==> config.mk <==
export PLATFORM = sky130hd
export DESIGN_NAME = game_state_ctl
export DESIGN_NICKNAME = d
export VERILOG_FILES = /design/src/rtl/game_state_ctl.sv
export SDC_FILE = /design/constraint.sdc
export NUM_CORES = 1
export LEC_CHECK = 0
export ABC_CLOCK_PERIOD_IN_PS = 5800
export CORE_ASPECT_RATIO = 1.25
export CORE_MARGIN = 2
export CORE_UTILIZATION = 45
export CTS_BUF_LIST = sky130_fd_sc_hd__clkbuf_8
export DETAILED_ROUTE_END_ITERATION = 12
export MAX_ROUTING_LAYER = met4
export PLACE_DENSITY_LB_ADDON = 0.08
export SLEW_MARGIN = 20
export SYNTH_ARGS = -nofsm -noshare
export SYNTH_HDL_FRONTEND = slang
export SYNTH_SLANG_ARGS = --single-unit
==> constraint.sdc <==
create_clock -name clk_40 -period 5.8 [get_ports clk_40]
set_input_delay 1.16 -clock clk_40 [delete_from_list [all_inputs] [get_ports clk_40]]
set_output_delay 1.16 -clock clk_40 [all_outputs]
set_load 0.02 [all_outputs]
==> src/rtl/game_state_ctl.sv <==
// Screen sequencer for the two-player game: START menu, LEVEL_1 play, FINISH screen.
// Frame ticks come from the vsync rising edge. Clicks are press/release pairs on m_left.
package state_pkg;
  typedef enum logic [1:0] {
    START   = 2'd0,
    LEVEL_1 = 2'd1,
    FINISH  = 2'd2
  } g_state;
endpackage

module game_state_ctl
  import state_pkg::*;
#(
  parameter logic [11:0] START_X0      = 12'd350,
  parameter logic [11:0] START_X1      = 12'd450,
  parameter logic [11:0] START_Y0      = 12'd400,
  parameter logic [11:0] START_Y1      = 12'd450,
  parameter logic [11:0] EXIT_X0       = 12'd700,
  parameter logic [11:0] EXIT_X1       = 12'd780,
  parameter logic [11:0] EXIT_Y0       = 12'd500,
  parameter logic [11:0] EXIT_Y1       = 12'd560,
  parameter logic [7:0]  EXIT_FRAMES   = 8'd30,
  parameter logic [8:0]  FINISH_FRAMES = 9'd180
) (
  input  logic        clk_40,
  input  logic        rst,
  input  logic        vsync,
  input  logic        m_left,
  input  logic [11:0] xpos_mouse,
  input  logic [11:0] ypos_mouse,
  input  logic [11:0] xpos_player1,
  input  logic [11:0] ypos_player1,
  input  logic [11:0] xpos_player2,
  input  logic [11:0] ypos_player2,
  output g_state      game_state,
  output logic        level_init,
  output logic        finish_ready
);

  g_state      state_q, state_d;
  logic        vsync_q, vsync_qq;
  logic        m_left_q;
  logic        armed_q, armed_d;
  logic [7:0]  exit_cnt_q, exit_cnt_d;
  logic [8:0]  fin_cnt_q, fin_cnt_d;
  logic        level_init_q, level_init_d;
  logic        finish_ready_q, finish_ready_d;

  logic        frame_tick;
  logic        press;
  logic        click;
  logic        in_start;
  logic        p1_in_exit;
  logic        p2_in_exit;
  logic [7:0]  exit_nxt;

  assign frame_tick = vsync_q & ~vsync_qq;
  assign press      = m_left & ~m_left_q;
  assign click      = ~m_left & m_left_q;

  assign in_start   = (xpos_mouse >= START_X0) && (xpos_mouse <= START_X1) &&
                      (ypos_mouse >= START_Y0) && (ypos_mouse <= START_Y1);
  assign p1_in_exit = (xpos_player1 >= EXIT_X0) && (xpos_player1 <= EXIT_X1) &&
                      (ypos_player1 >= EXIT_Y0) && (ypos_player1 <= EXIT_Y1);
  assign p2_in_exit = (xpos_player2 >= EXIT_X0) && (xpos_player2 <= EXIT_X1) &&
                      (ypos_player2 >= EXIT_Y0) && (ypos_player2 <= EXIT_Y1);

  always_ff @(posedge clk_40) begin
    if (rst) begin
      state_q        <= START;
      vsync_q        <= 1'b0;
      vsync_qq       <= 1'b0;
      m_left_q       <= 1'b0;
      armed_q        <= 1'b0;
      exit_cnt_q     <= 8'd0;
      fin_cnt_q      <= 9'd0;
      level_init_q   <= 1'b0;
      finish_ready_q <= 1'b0;
    end else begin
      state_q        <= state_d;
      vsync_q        <= vsync;
      vsync_qq       <= vsync_q;
      m_left_q       <= m_left;
      armed_q        <= armed_d;
      exit_cnt_q     <= exit_cnt_d;
      fin_cnt_q      <= fin_cnt_d;
      level_init_q   <= level_init_d;
      finish_ready_q <= finish_ready_d;
    end
  end

  always_comb begin
    state_d      = state_q;
    armed_d      = armed_q;
    exit_cnt_d   = exit_cnt_q;
    fin_cnt_d    = fin_cnt_q;
    level_init_d = 1'b0;
    exit_nxt     = (exit_cnt_q == 8'hFF) ? 8'hFF : exit_cnt_q + 8'd1;

    unique case (state_q)
      START: begin
        exit_cnt_d = 8'd0;
        fin_cnt_d  = 9'd0;
        // The mouse must be inside the button both at press and at release.
        if (press) begin
          armed_d = in_start;
        end else if (click) begin
          armed_d = 1'b0;
          if (armed_q && in_start) begin
            state_d      = LEVEL_1;
            level_init_d = 1'b1;
          end
        end
      end

      LEVEL_1: begin
        armed_d   = 1'b0;
        fin_cnt_d = 9'd0;
        if (frame_tick) begin
          if (p1_in_exit && p2_in_exit) begin
            if (exit_nxt >= EXIT_FRAMES) begin
              state_d    = FINISH;
              exit_cnt_d = 8'd0;
            end else begin
              exit_cnt_d = exit_nxt;
            end
          end else begin
            exit_cnt_d = 8'd0;
          end
        end
      end

      FINISH: begin
        exit_cnt_d = 8'd0;
        // Only a press made after the screen became ready may return to START.
        if (press) begin
          armed_d = finish_ready_q;
        end
        if (click && armed_q) begin
          state_d   = START;
          armed_d   = 1'b0;
          fin_cnt_d = 9'd0;
        end else begin
          if (click) begin
            armed_d = 1'b0;
          end
          if (frame_tick && (fin_cnt_q != 9'h1FF)) begin
            fin_cnt_d = fin_cnt_q + 9'd1;
          end
        end
      end

      default: begin
        state_d    = START;
        armed_d    = 1'b0;
        exit_cnt_d = 8'd0;
        fin_cnt_d  = 9'd0;
      end
    endcase

    finish_ready_d = (state_d == FINISH) && (fin_cnt_d >= FINISH_FRAMES);
  end

  assign game_state   = state_q;
  assign level_init   = level_init_q;
  assign finish_ready = finish_ready_q;

endmodule

==> key figures, run 1 <==
Route
  • DRT Pass-1 Iters: 4
  • Remaining DRCs: 0
  • Vias: 1,812
  • Post-route ant nets: 0
  • Routed len/inst: 14.0 um
  • DR iter-0 viols: 59
  • Total wire length: 4430 um
  • Vias per cell: 5.73

Status
  • Status: finished clean

Die
  • Io pins: 80
  • Die width: 57.4 um
  • Die Y: 70.8 um
  • Die Area: 4060 um^2
  • Row Count: 24
  • Core area: 3450 um^2
  • Initial Util: 46.5%

STA
  • Setup ws final: 2590 ps
  • Fmax achieved: 311 MHz
  • Fin. max-slew vios: 0
  • Worst-Margin Slew: 410 ps
  • Worst Clk Skew: 11.1 ps
  • Final Critical Period: 3210 ps
  • # setup viols final: 0
  • Worst slew margin: 72.5%
  • RSZ-0062 raised after global routing: no
  • Tcrit/Tclk final: 55.4%
  • Final Hold Viols: 0
  • Post-Route Setup TNS: 0 ps

Power
  • PwrDens: 143 nW/um^2
  • Clock power frac: 29.7%
  • Reg power frac: 49.3%
  • Switching Fraction: 22.2%
  • Internal: 0.000276 W
  • Worst vdd ir: 0.164 mV
  • Psw: 0.0000785 W
  • Leak Pwr: 0.823 nW
  • Comb pwr share: 21.0%

Setup path
  • Critical path class: in2reg
  • Flop2flop setup slack: 3390 ps
  • R2r endpoint: finish_ready
  • Crit path DAT: 3410 ps
  • FF-to-FF path depth: 10
  • Critical path required time: 6000 ps
  • Worst Setup Start Kind: input pin
  • Nature of the critical path endpoint: flop
  • Worst r2r src: fin_cnt_q[0]
  • Worst-path fanout max: 7

Clock network
  • Hold_buf cts: 0
  • CTS Buf Count: 3
  • CTS Root Cell: clkbuf_8
  • Number of setup buffers added after CTS: 0
  • Clk Latency, worst-skew pair: 270 ps
  • CTS tree: done
  • Worst-path clk slew: 100 ps
  • CTS Sinks: 25
  • CTS max path bufs: 2
  • H-tree levels: 1
  • CTS resizes: 0

Synthesis
  • Top FF cell, synth: dfxtp_1
  • Synth Net Count: 279
  • Async SR Flop Fraction: 0%
  • Post-synthesis sequential area ratio: 31.2%
  • Mapped cell area: 1610 um^2
  • Dominant cell type by area after synthesis: dfxtp_1
  • Avg Inst Size Synth: 8.11 um^2
  • Gate Count Post-Synth: 198
  • Synth top area cells: dfxtp_1 31%, nand2_1 5.4%, nor2_1 4.4%
  • Seq cells post-synth: 25
  • Netlist cell types: 50
  • Yosys top cell area share: 31.2%
  • Post-synth EDFFs: 0
  • Yosys Warn Count: 0

Final layout
  • Final core area utilization: 71.6%
  • P&R area growth vs syn: 53.9%
  • Layout cells sized above 1: 5.42%
  • Multi-input combinational cell area: 1060 um^2
  • Fill count: 293
  • Design area: 2470 um^2
  • NumNets Final: 359
  • Storage cell area: 500 um^2
  • Diode count: 0
  • Post-Layout Cell Count: 316

Global route
  • Global Route Usage Sum: 23.4%
  • Vias in the first global route: 1,765
  • Largest net degree at the start of global routing: 16
  • Global-route wire length before repair: 7580 um
  • GR Overflow Total: 0
  • Initial antenna violation count: 0

Place
  • DP Worst Slack: 2330 ps
  • Placed Area: 2420 um^2
  • RePlAce Congestion: 0.837
  • I/O Buffers: 79
  • Placed cells: 312
  • Hpwl dp: 3710 um

Job
  • Max-Cap Viols: 0

Hold path
  • WHS Path Cells: 2
  • Hold Path Origin: fin_cnt_q[1]
  • Hold endpoint: fin_cnt_q[1]
  • Worst hold path class: reg2reg
per-stage QoR:
stage / power (W) / hold slack [ps]
after global routing: 0.000369 / 538
final: 0.000354 / 509
after detailed placement: 0.000253 / 491
after global placement: 0.000252 / 489
after floorplan: 0.000197 / 471
after CTS: 0.000356 / 505
flip-flops by register name, indices dropped and copies added, names as in the netlist:
name,count
level_init,1
fin_cnt_q,9
game_state,2
vsync_q,1
m_left_q,1
armed_q,1
vsync_qq,1
exit_cnt_q,8
finish_ready,1
layout make-up:
type / instances / area share (%)
tap: 39 / 1.97
clock buffer: 3 / 1.67
inverter: 7 / 1.06
sequential: 25 / 20.3
clock inverter: 1 / 0.304
timing repair buffer: 79 / 32.0
multi-input combinational: 162 / 42.7
power by group through the flow:
stage                     sequential (W)  clock (W)  combinational (W)
after floorplan                 0.000178          0          0.0000185
after global placement          0.000179          0          0.0000737
after detailed placement        0.000179          0          0.0000746
after CTS                       0.000175   0.000106          0.0000750
after global routing            0.000175   0.000113          0.0000814
final                           0.000175   0.000105          0.0000745
Yosys cell counts, types with 5 or more instances:
cell type,instances
dfxtp_1,25
nand2_1,23
nor2_1,19
nand3_1,10
a21oi_1,8
o211ai_1,8
inv_1,7
nor3_1,7
xnor2_1,6
ha_1,5
nor4_1,5
o21ai_0,5
critical path: stages:
cell             delay (ps)
clkdlybuf4s50_1         440
nand4b_1                190
o221a_2                 310
or4_4                   540
nor4b_4                 420
nand3_1                 140
a31oi_1                 200
metal layers:
layer,vias up,routed length [um],track usage (%)
li1,907,-,-
met1,834,1680,24.7
met2,61,2470,43.9
met3,10,183,3.84
met4,0,100,6.46
met5,-,0,-
worst max path at each step:
| stage | slack, ps | to | startpoint |
|---|---|---|---|
| after floorplan | 2930 | exit_cnt_q[3] | xpos_player2[10] |
| after global placement | 2380 | exit_cnt_q[4] | xpos_player1[8] |
| after detailed placement | 2330 | exit_cnt_q[4] | xpos_player2[6] |
| after CTS | 2610 | exit_cnt_q[4] | xpos_player2[6] |
| after global routing | 2440 | exit_cnt_q[4] | xpos_player2[6] |
| final | 2590 | exit_cnt_q[4] | xpos_player2[6] |
cells in the final DEF (no fill, tap or decap), types with 3 or more instances in the layout:
cell type	n
clkdlybuf4s50_1	79
dfxtp_1	25
nand2_1	23
nor2_1	19
nand3_1	10
o211ai_1	8
a21oi_1	8
inv_1	7
nor3_1	7
xnor2_1	6
nor4_1	5
o21ai_0	5
ha_1	5
and3_1	4
a31oi_1	4
nor4b_1	4
nand4b_1	4
nor2b_1	3
a211oi_1	3
nand4_1	3
clkbuf_8	3
kinds of logic (layout without fill, tap and decap cells):
group / after synthesis / after routing / synth area share, %
AND/OR/NAND/NOR: 103 / 103 / 37.6
flip-flops: 25 / 25 / 31.2
multiplexers: 1 / 1 / 0.624
buffers and inverters: 11 / 90 / 3.04
XOR/XNOR: 8 / 8 / 4.36
AO/OA/AOI/OAI: 45 / 45 / 19.3
adder cells (fa/ha/maj): 5 / 5 / 3.90
No activity file was read; power rests on OpenSTA's default activity.
==> run 2, diff against run 1 <==
--- a/config.mk
+++ b/config.mk
@@ -5,10 +5,10 @@
 export SDC_FILE = /design/constraint.sdc
 export NUM_CORES = 1
 export LEC_CHECK = 0
-export ABC_CLOCK_PERIOD_IN_PS = 5800
+export ABC_CLOCK_PERIOD_IN_PS = 2600
 export CORE_ASPECT_RATIO = 1.25
 export CORE_MARGIN = 2
-export CORE_UTILIZATION = 45
+export CORE_UTILIZATION = 37
 export CTS_BUF_LIST = sky130_fd_sc_hd__clkbuf_8
 export DETAILED_ROUTE_END_ITERATION = 12
 export MAX_ROUTING_LAYER = met4
==> constraint.sdc (replaced) <==
create_clock -name clk_40 -period 2.6 [get_ports clk_40]
set_input_delay 0.52 -clock clk_40 [delete_from_list [all_inputs] [get_ports clk_40]]
set_output_delay 0.52 -clock clk_40 [all_outputs]
set_load 0.02 [all_outputs]
==> run 2 against run 1 <==
Global-route usage is 3.7 points lower. Cell count is 8.5% higher. Worst setup slack worse by 2500 ps. Critical path depth increased by 1. Sequential share of layout area fell by 0.73 points. Utilization shrank 9.5 points. Non-clock buffer count up 10. Largest cell class unchanged. Largest power group unchanged.
==> key figures, run 2 (synthesized netlist as in run 1, its figures left out) <==
Clock network
  • H-tree levels: 1 (unchanged)
  • CTS tree: done (unchanged)
  • Hold_buf cts: 0 (unchanged)
  • CTS Sinks: 25 (unchanged)
  • Worst-path clk slew: 80 ps (was 100 ps)
  • Clk Latency, worst-skew pair: 270 ps (about the same)
  • CTS resizes: 0 (unchanged)
  • Number of setup buffers added after CTS: 0 (unchanged)
  • CTS max path bufs: 2 (unchanged)
  • CTS Buf Count: 3 (unchanged)
  • CTS Root Cell: clkbuf_8 (unchanged)

STA
  • Final Hold Viols: 0 (unchanged)
  • Worst slew margin: 76.8% (was 72.5%)
  • RSZ-0062 raised after global routing: no (unchanged)
  • # setup viols final: 0 (unchanged)
  • Tcrit/Tclk final: 94.8%
  • Final Critical Period: 2460 ps
  • Worst Clk Skew: 2.49 ps (was 11.1 ps)
  • Fin. max-slew vios: 0 (unchanged)
  • Worst-Margin Slew: 347 ps (was 410 ps)
  • Fmax achieved: 406 MHz
  • Setup ws final: 135 ps (was 2590 ps)

Route
  • Routed len/inst: 13.3 um (was 14.0 um)
  • Remaining DRCs: 0 (unchanged)
  • DRT Pass-1 Iters: 4 (unchanged)
  • Post-route ant nets: 0 (unchanged)
  • DR iter-0 viols: 51 (was 59)
  • Total wire length: 4560 um (was 4430 um)
  • Vias: 1,775 (was 1,812)
  • Vias per cell: 5.17 (was 5.73)

Setup path
  • Nature of the critical path endpoint: flop (unchanged)
  • R2r endpoint: exit_cnt_q[4] (was finish_ready)
  • FF-to-FF path depth: 7 (was 10)
  • Worst-path fanout max: 7 (unchanged)
  • Crit path DAT: 2670 ps (was 3410 ps)
  • Worst Setup Start Kind: input pin (unchanged)
  • Flop2flop setup slack: 340 ps (was 3390 ps)
  • Critical path class: in2reg (unchanged)
  • Worst r2r src: vsync_qq (was fin_cnt_q[0])
  • Critical path required time: 2800 ps (was 6000 ps)

Status
  • Status: finished clean (unchanged)

Hold path
  • Hold Path Origin: exit_cnt_q[7] (was fin_cnt_q[1])
  • WHS Path Cells: 1 (was 2)
  • Hold endpoint: exit_cnt_q[7] (was fin_cnt_q[1])
  • Worst hold path class: reg2reg (unchanged)

Global route
  • Vias in the first global route: 1,760 (was 1,765)
  • M1 GR Usage: 21.1% (was 24.7%)
  • M2 GR Usage: 37.7% (was 43.9%)
  • Largest net degree at the start of global routing: 14 (was 16)
  • Global Route Usage Sum: 19.7% (was 23.4%)
  • Global-route wire length before repair: 7690 um (was 7580 um)
  • Initial antenna violation count: 0 (unchanged)
  • Global route hottest layer: met2 (unchanged)
  • Met3 usage: 1.88% (was 3.84%)
  • GR Overflow Total: 0 (unchanged)

Final layout
  • Max reg flops: 9 (unchanged)
  • NumNets Final: 369 (was 359)
  • Fill count: 388 (was 293)
  • P&R area growth vs syn: 59.7% (was 53.9%)
  • Most flop-heavy register: fin_cnt_q (unchanged)
  • Most frequent cells in the layout: 79 x clkdlybuf4s50_1, 25 x dfxtp_1, 23 x nand2_1, 19 x nor2_1 (was 79 x clkdlybuf4s50_1, 25 x dfxtp_1, 23 x nand2_1, 19 x nor2_1, 10 x nand3_1)
  • Diode count: 0 (unchanged)
  • Final core area utilization: 62.1% (was 71.6%)
  • Layout cells sized above 1: 8.36% (was 5.42%)
  • Leading cell type in the layout, fill and taps excluded: clkdlybuf4s50_1 (unchanged)

Die
  • Row Count: 26 (was 24)
  • Initial Util: 38.9% (was 46.5%)
  • Die width: 62.9 um (was 57.4 um)
  • Core area: 4130 um^2 (was 3450 um^2)
  • Io pins: 80 (unchanged)
  • Die Y: 77.6 um (was 70.8 um)
  • Die Area: 4890 um^2 (was 4060 um^2)

Power
  • Pwr Total: 0.000790 W (was 0.000354 W)
  • PwrDens: 308 nW/um^2 (was 143 nW/um^2)
  • Leak Pwr: 0.876 nW (was 0.823 nW)
  • Worst vdd ir: 0.333 mV (was 0.164 mV)

Job
  • Max-Cap Viols: 0 (unchanged)

Place
  • Hpwl dp: 3810 um (was 3710 um)
  • I/O Buffers: 79 (unchanged)
  • DP Worst Slack: -144 ps (was 2330 ps)
  • RePlAce Congestion: 0.873 (was 0.837)
-- run 2: metal layers --
layer | part of all wire (%) | wire [um]
met2 | 57 | 2580
met5 | 0 | 0
met1 | 40 | 1820
met3 | 2.0 | 91
met4 | 1.6 | 71
-- run 2: final cells by class --
class | instances | area, um^2 | area share [%]
repair buffers | 89 | 866 | 33.8
clock buffers | 3 | 41.3 | 1.61
well taps | 56 | 70.1 | 2.73
clock inverters | 1 | 3.75 | 0.146
multi-input cells | 162 | 1060 | 41.2
inverters | 7 | 26.3 | 1.02
flip-flops and latches | 25 | 500 | 19.5
-- run 2: worst max path at each step --
| stage | from | endpoint | slack, ps | cells after the start |
|---|---|---|---|---|
| final | xpos_player2[9] | exit_cnt_q[4] | 140 | 8 |
| after detailed placement | xpos_player2[9] | exit_cnt_q[4] | -140 | 8 |
| after global placement | xpos_player2[10] | exit_cnt_q[3] | -120 | 7 |
| after floorplan | xpos_player2[10] | exit_cnt_q[3] | 370 | 5 |
| after global routing | ypos_player2[4] | finish_ready | 40 | 7 |
| after CTS | xpos_player2[9] | exit_cnt_q[4] | 120 | 8 |
-- run 2: worst max-delay path, stage by stage --
cell             delay (ps)
clkdlybuf4s50_1         510
nand4b_1                130
o221a_2                 310
or4_4                   540
nor4b_4                 250
buf_4                   170
nand3_1                  70
a31oi_1                 160
-- run 2: metrics by stage --
| stage | hold slack (ps) | cell area [um^2] | TNS (ps) | std cells |
|---|---|---|---|---|
| detailed placement | 488 | 2520 | -634 | 339 |
| finish | 508 | 2560 | 0 | 343 |
| CTS | 506 | 2560 | 0 | 343 |
| global placement | 484 | 2520 | -469 | 339 |
| global route | 516 | 2560 | 0 | 343 |
| floorplan | 471 | 1610 | 0 | 198 |
-- run 2: power breakdown --
| part | switching [W] | internal, W | total (W) |
|---|---|---|---|
| Combinational | 0.0000474 | 0.000127 | 0.000174 |
| Clock | 0.000121 | 0.000106 | 0.000226 |
| Sequential | 0.00000304 | 0.000386 | 0.000390 |
| Total | 0.000171 | 0.000619 | 0.000790 |
